===== src/rtl/lookup3_hash.sv =====
// rtl/lookup3_hash.sv - Jenkins lookup3 hashlittle engine over a 32-bit word stream
//
// Hashes a little-endian byte message of len bytes, seeded by initval, and
// returns the lookup3 value c.
//
// Ports
//   clk        clock, all state changes on the rising edge
//   res        asynchronous active-low reset
//   start      request a new hash (taken only while busy=0)
//   len        message length in bytes, sampled with start
//   initval    32-bit seed, sampled with start
//   in_valid   in_data holds a message word
//   in_data    message word, byte n in bits [8n+7:8n]
//   in_ready   block takes in_data this cycle
//   busy       hash in progress or result not yet taken
//   out_valid  out_hash valid, held until out_ready
//   out_ready  consumer takes out_hash
//   out_hash   hash result
//
// UNROLL=1 runs a whole mix/final per cycle; UNROLL=0 runs one round per cycle.
module lookup3_hash #(
  parameter int LEN_W  = 16,
  parameter int UNROLL = 1
) (
  input  logic             clk,
  input  logic             res,
  input  logic             start,
  input  logic [LEN_W-1:0] len,
  input  logic [31:0]      initval,
  input  logic             in_valid,
  input  logic [31:0]      in_data,
  output logic             in_ready,
  output logic             busy,
  output logic             out_valid,
  input  logic             out_ready,
  output logic [31:0]      out_hash
);

  typedef enum logic [2:0] {IDLE, LOAD, MIX, TAIL, FINAL, DONE} state_t;

  state_t           r_state;
  state_t           w_next;
  logic [31:0]      r_a;
  logic [31:0]      r_b;
  logic [31:0]      r_c;
  logic [LEN_W-1:0] r_rem;
  logic [1:0]       r_widx;
  logic [2:0]       r_rnd;

  logic [95:0]      w_mix_all;
  logic [95:0]      w_fin_all;
  logic [95:0]      w_mix_sel;
  logic [95:0]      w_fin_sel;
  logic             w_mix_last;
  logic             w_fin_last;
  logic [LEN_W-1:0] w_left;
  logic [LEN_W-1:0] w_rem_dec;
  logic             w_last_word;
  logic [31:0]      w_mask;
  logic [31:0]      w_word;
  logic [31:0]      w_init;
  logic             w_xfer;

  function automatic logic [31:0] rot(input logic [31:0] x, input int k);
    return (x << k) | (x >> (32 - k));
  endfunction

  // One of the six mix rounds; state packed as {a,b,c}.
  function automatic logic [95:0] mix_round(input logic [95:0] s, input logic [2:0] r);
    logic [31:0] a, b, c;
    {a, b, c} = s;
    case (r)
      3'd0:    begin a = (a - c) ^ rot(c, 4);  c = c + b; end
      3'd1:    begin b = (b - a) ^ rot(a, 6);  a = a + c; end
      3'd2:    begin c = (c - b) ^ rot(b, 8);  b = b + a; end
      3'd3:    begin a = (a - c) ^ rot(c, 16); c = c + b; end
      3'd4:    begin b = (b - a) ^ rot(a, 19); a = a + c; end
      default: begin c = (c - b) ^ rot(b, 4);  b = b + a; end
    endcase
    return {a, b, c};
  endfunction

  // One of the seven final rounds; state packed as {a,b,c}.
  function automatic logic [95:0] fin_round(input logic [95:0] s, input logic [2:0] r);
    logic [31:0] a, b, c;
    {a, b, c} = s;
    case (r)
      3'd0:    c = (c ^ b) - rot(b, 14);
      3'd1:    a = (a ^ c) - rot(c, 11);
      3'd2:    b = (b ^ a) - rot(a, 25);
      3'd3:    c = (c ^ b) - rot(b, 16);
      3'd4:    a = (a ^ c) - rot(c, 4);
      3'd5:    b = (b ^ a) - rot(a, 14);
      default: c = (c ^ b) - rot(b, 24);
    endcase
    return {a, b, c};
  endfunction

  always_comb begin
    w_mix_all = {r_a, r_b, r_c};
    for (int i = 0; i < 6; i++) w_mix_all = mix_round(w_mix_all, 3'(i));
    w_fin_all = {r_a, r_b, r_c};
    for (int i = 0; i < 7; i++) w_fin_all = fin_round(w_fin_all, 3'(i));
  end

  assign w_mix_sel  = (UNROLL != 0) ? w_mix_all : mix_round({r_a, r_b, r_c}, r_rnd);
  assign w_fin_sel  = (UNROLL != 0) ? w_fin_all : fin_round({r_a, r_b, r_c}, r_rnd);
  assign w_mix_last = (UNROLL != 0) || (r_rnd == 3'd5);
  assign w_fin_last = (UNROLL != 0) || (r_rnd == 3'd6);

  // Bytes of the message still covered by the current tail word onward.
  assign w_left      = r_rem - LEN_W'({r_widx, 2'b00});
  assign w_last_word = (w_left <= LEN_W'(4));
  assign w_rem_dec   = r_rem - LEN_W'(12);

  always_comb begin
    w_mask = 32'hFFFF_FFFF;
    if (w_left < LEN_W'(4)) begin
      case (w_left[1:0])
        2'd1:    w_mask = 32'h0000_00FF;
        2'd2:    w_mask = 32'h0000_FFFF;
        2'd3:    w_mask = 32'h00FF_FFFF;
        default: w_mask = 32'h0000_0000;
      endcase
    end
  end

  assign w_word = (r_state == TAIL) ? (in_data & w_mask) : in_data;
  assign w_init = 32'hDEAD_BEEF + 32'(len) + initval;
  assign w_xfer = in_valid && in_ready;

  assign in_ready  = (r_state == LOAD) || (r_state == TAIL);
  assign busy      = (r_state != IDLE);
  assign out_valid = (r_state == DONE);
  assign out_hash  = out_valid ? r_c : 32'h0;

  always_ff @(posedge clk or negedge res) begin
    if (!res) r_state <= IDLE;
    else      r_state <= w_next;
  end

  always_comb begin
    w_next = r_state;
    case (r_state)
      IDLE: begin
        if (start) begin
          if (len == '0)                w_next = DONE;
          else if (len > LEN_W'(12))    w_next = LOAD;
          else                          w_next = TAIL;
        end
      end
      LOAD:  if (w_xfer && r_widx == 2'd2) w_next = MIX;
      MIX:   if (w_mix_last) w_next = (w_rem_dec > LEN_W'(12)) ? LOAD : TAIL;
      TAIL:  if (w_xfer && w_last_word) w_next = FINAL;
      FINAL: if (w_fin_last) w_next = DONE;
      DONE:  if (out_ready) w_next = IDLE;
      default: w_next = IDLE;
    endcase
  end

  always_ff @(posedge clk or negedge res) begin
    if (!res) begin
      r_a    <= 32'h0;
      r_b    <= 32'h0;
      r_c    <= 32'h0;
      r_rem  <= '0;
      r_widx <= 2'd0;
      r_rnd  <= 3'd0;
    end else begin
      case (r_state)
        IDLE: begin
          if (start) begin
            r_a    <= w_init;
            r_b    <= w_init;
            r_c    <= w_init;
            r_rem  <= len;
            r_widx <= 2'd0;
            r_rnd  <= 3'd0;
          end
        end
        LOAD, TAIL: begin
          // Words are folded into a/b/c as they arrive; absent tail words add 0.
          if (w_xfer) begin
            case (r_widx)
              2'd0:    r_a <= r_a + w_word;
              2'd1:    r_b <= r_b + w_word;
              default: r_c <= r_c + w_word;
            endcase
            if ((r_state == LOAD) ? (r_widx == 2'd2) : w_last_word) r_widx <= 2'd0;
            else                                                     r_widx <= r_widx + 2'd1;
          end
        end
        MIX: begin
          {r_a, r_b, r_c} <= w_mix_sel;
          if (w_mix_last) begin
            r_rnd <= 3'd0;
            r_rem <= w_rem_dec;
          end else begin
            r_rnd <= r_rnd + 3'd1;
          end
        end
        FINAL: begin
          {r_a, r_b, r_c} <= w_fin_sel;
          if (w_fin_last) r_rnd <= 3'd0;
          else            r_rnd <= r_rnd + 3'd1;
        end
        default: begin
        end
      endcase
    end
  end

endmodule


===== config.mk =====
export PLATFORM = sky130hd
export DESIGN_NAME = lookup3_hash
export DESIGN_NICKNAME = d
export VERILOG_FILES = /design/src/rtl/lookup3_hash.sv
export SDC_FILE = /design/constraint.sdc
export NUM_CORES = 2
export LEC_CHECK = 0
export CORE_AREA = 4 4 285 287
export DETAILED_ROUTE_END_ITERATION = 16
export DIE_AREA = 0 0 289 291
export GPL_TIMING_DRIVEN = 0
export PLACE_DENSITY = 0.82
export SLEW_MARGIN = 20
export SYNTH_ARGS = -nofsm -noshare
export SYNTH_HDL_FRONTEND = slang
export SYNTH_SLANG_ARGS = --single-unit

===== constraint.sdc =====
create_clock -name clk -period 24.4 [get_ports clk]
set_input_delay 6.1 -clock clk [delete_from_list [all_inputs] [get_ports clk]]
set_output_delay 6.1 -clock clk [all_outputs]
set_load 0.01 [all_outputs]

==> PnR_summary.wiki <==
{| class="wikitable"
! Metric !! Value
|-
| Sequential element share of the synthesized area || 6.58%
|-
| Synth Cell Area || 44500 um2
|-
| Critical register-to-register path endpoint || r_c[19]
|-
| Std cell rows || 103
|-
| Flops & latches, synth || 117
|-
| Worst rel slew slack || 13.2%
|-
| Crit start category || register
|-
| Worst path depth || 97
|-
| Worst-case setup slack after placement || -1.75 ns
|-
| Top-level I/O count || 120
|-
| Total of max-cap violations || 0
|-
| Biggest cell delay along the critical path || ~0.75 ns
|-
| Final Wtd Congestion || 1.15
|-
| Final cell count without fillers || roughly 7.4k
|-
| Most common cell type on the critical path || a21o_1
|-
| Final design instance area without fill || between 40000 and 50000 um2
|-
| Slew at the pin closest to its max-slew limit || 1.29 ns
|-
| Residual overflow from global routing || 0
|-
| Overall die area || roughly 84000 um2
|-
| Fin worst setup slack || between 0.3 and 0.4 ns
|-
| Dominant cells by area after synthesis || ha_1 20%, xnor2_1 16%, dfrtp_1 6.6%
|-
| Relative area change from synthesis to final layout || 8.55%
|-
| Starting utilization of the core area || approximately 57%
|-
| Post-synth ARST share || 100%
|-
| Hold-critical path endpoint || r_widx[0]
|-
| Largest clock skew in the final design || around 0.021 ns
|-
| First-pass GRT wire length || 302 mm
|-
| HPWL after DPL || roughly 190 mm
|-
| Crit path buffers/inverters || 8
|-
| Die span in x || approximately 290 um
|-
| Critical path's top delay family || compound AO/OA/AOI/OAI gates
|-
| H-tree depth reported by CTS || 4
|-
| DRC violation count after routing || 0
|-
| Clk sinks || between 100 and 150
|-
| Clock tree root buffer cell || clkbuf_16
|-
| Achievable Freq || around 42 MHz
|-
| Number of global-route vias before repair || 44.5k
|-
| Number of clock buffers inserted by TritonCTS || 17
|-
| Number of filler cells placed in the layout || between 7k and 8k
|-
| Gate Count Post-Synth || roughly 6.1k
|-
| Critical setup path kind || reg -> reg
|-
| Most used flip-flop cell after synthesis || dfrtp_1
|-
| Fraction of synthesized cell area taken by the top area cell type || roughly a fifth
|-
| Status || complete, no violations
|-
| Required arrival time at the worst endpoint || ~25 ns
|-
| Library cells used by synthesis || roughly 110
|-
| Number of vias per cell || between 6 and 7
|-
| Path category of the worst min-delay check || reg -> reg
|-
| CP max FO || 6
|-
| Cells on worst reg2reg path || 97
|-
| Part of the cycle the worst path needs || 98.5%
|-
| Endpoint kind of the worst setup timing path || register
|-
| Number of nets in the layout || slightly above 7k
|-
| Arrival time at the worst endpoint || about 24 ns
|-
| Y dimension of the die || between 200 and 300 um
|-
| CTS max path bufs || 2
|-
| Endpoints failing setup || 0
|-
| Cts hold-fix bufs || 0
|-
| Post-DRT Antenna Nets || 0
|-
| Synthesized netlist net count || between 6k and 7k
|-
| Number of violations reported at the end of detailed-routing iteration 0 || around 7.4k
|-
| Detailed Route WL || approximately 220 mm
|-
| Clock network latency to the later pin of the worst-skew pair || around 0.47 ns
|-
| Mean instance size in the synthesized netlist || roughly 7.3 um2
|-
| Number of optimization iterations in the first detailed-route pass || 7
|-
| Tightest hold margin || 0.590 ns
|-
| Routed wire length per instance || between 20 and 30 um
|-
| Final Slew Violations || 0
|-
| Reg2reg setup slack || around 0.36 ns
|-
| Total via count after detailed routing || a little under 50k
|-
| Pin count of the biggest net entering global routing || 68
|-
| Share of layout cells above drive strength 1 || 3.65%
|-
| Worst Hold Launch || r_widx[0]
|-
| Clock slew at reported path FFs || roughly 0.070 ns
|-
| Largest area contributor in the netlist || ha_1
|-
| Total GRT Usage || about half
|-
| Tmin final || 24.04 ns
|-
| Highest-delay cell along the critical path || xnor2_1
|-
| CTS tree || built
|-
| Floorplan Core Area || 78600 um2
|-
| Antenna violations before repair || 13
|-
| Inst Count DP || 7307
|-
| Number of enable flip-flop cells after synthesis || 0
|-
| Number of endpoints with negative hold slack in the final report || 0
|-
| Count of buffers from port buffering || between 100 and 150
|-
| Critical R2R Launch || r_b[0]
|-
| Hold Crit Depth || 1
|-
| Cell area reported after detailed placement || between 40000 and 50000 um2
|-
| Total of warnings raised by yosys || 0
|}
-- stage by stage --
step | TNS [ns] | utilization, %
2_1_floorplan | 0 | -
3_3_place_gp | -14.13 | 59.8
3_5_place_dp | -15.08 | 59.9
4_1_cts | 0 | 61.0
5_1_grt | -0.699 | 61.4
6_report | 0 | 61.5
-- layout make-up --
| class | count | area, um2 | share of cell area, % |
|---|---|---|---|
| Antenna cell | 10 | 25.0 | 0.0518 |
| Buffer | 124 | 480 | 0.994 |
| Clock buffer | 17 | 425 | 0.880 |
| Clock inverter | 15 | 181 | 0.375 |
| Inverter | 749 | 2820 | 5.83 |
| Multi-Input combinational cell | 5144 | 38800 | 80.3 |
| Sequential cell | 117 | 2950 | 6.10 |
| Tap cell | 1050 | 1310 | 2.72 |
| Timing Repair Buffer | 135 | 1340 | 2.78 |
-- cell usage in the layout, fill, tap and decap left out, types with 36 or more instances in the layout --
master,n
a211oi_1,53
a21boi_0,71
a21o_1,182
a21oi_1,534
a31oi_1,54
and3_1,53
clkbuf_1,106
clkdlybuf4s50_1,118
dfrtp_1,102
ha_1,721
inv_1,746
nand2_1,343
nand2b_1,58
nand3_1,110
nor2_1,433
nor2b_1,83
nor3_1,132
o21a_1,64
o21ai_0,374
o21bai_1,153
o22ai_1,36
or3_1,40
xnor2_1,783
xor2_1,200
-- metal layers --
metal  wire, um  GRT usage [%]  up-vias
li1           -              -    22000
met1      81600           62.8    23100
met2      82600           67.0     3634
met3      36400           22.2      842
met4      18600           32.0        8
met5         48              0        -
-- logic make-up after synthesis --
logic type	synth area share (%)
XOR/XNOR	21.0
flip-flops	6.58
adder cells (fa/ha/maj)	21.5
buffers and inverters	7.40
AND/OR/NAND/NOR	15.6
multiplexers	0.430
AO/OA/AOI/OAI	27.5
-- sequential cells by signal (all words and copies together) (netlist names) --
name / count
r_widx: 2
r_rem: 16
r_a: 32
r_b: 32
r_state: 3
r_c: 32
-- synthesized netlist by cell type (72+ instances only) --
library cell,count
a21boi_0,72
clkbuf_1,108
a21o_1,182
inv_1,748
o21ai_0,380
ha_1,721
xor2_1,211
dfrtp_1,117
nand3_1,111
o21bai_1,154
xnor2_1,806
a21oi_1,545
nor3_1,136
nor2b_1,83
nand2_1,343
nor2_1,435
-- timing repair --
action / 4_1_cts / 5_1_grt
setup buffers: 2 / 10
resized for setup: 35 / 61
endpoints found under the setup margin: 16 / 21
pin swaps: 0 / 9
-- worst max-delay path by stage --
stage / start / to / slack [ns]
floorplan: r_b[0] / r_c[31] / 4.52
global placement: r_b[21] / r_c[23] / -1.84
detailed placement: r_b[21] / r_c[23] / -1.75
CTS: r_c[0] / r_c[31] / 0.02
global route: r_b[0] / r_c[31] / -0.18
finish: r_b[0] / r_c[19] / 0.36
-- worst reg2reg max path, delay by kind of cell, from the launching register on --
kind | cells | cell delay [ns]
compound gates | 60 | 13.76
buf+inv | 8 | 1.06
simple gates | 12 | 2.09
xor+xnor | 7 | 3.05
flops | 1 | 0.51
fa+ha+maj | 10 | 3.45
Power is left out: the tool's default activity adds up to more than one toggle a clock period on the data nets, which glitch-free logic cannot reach.
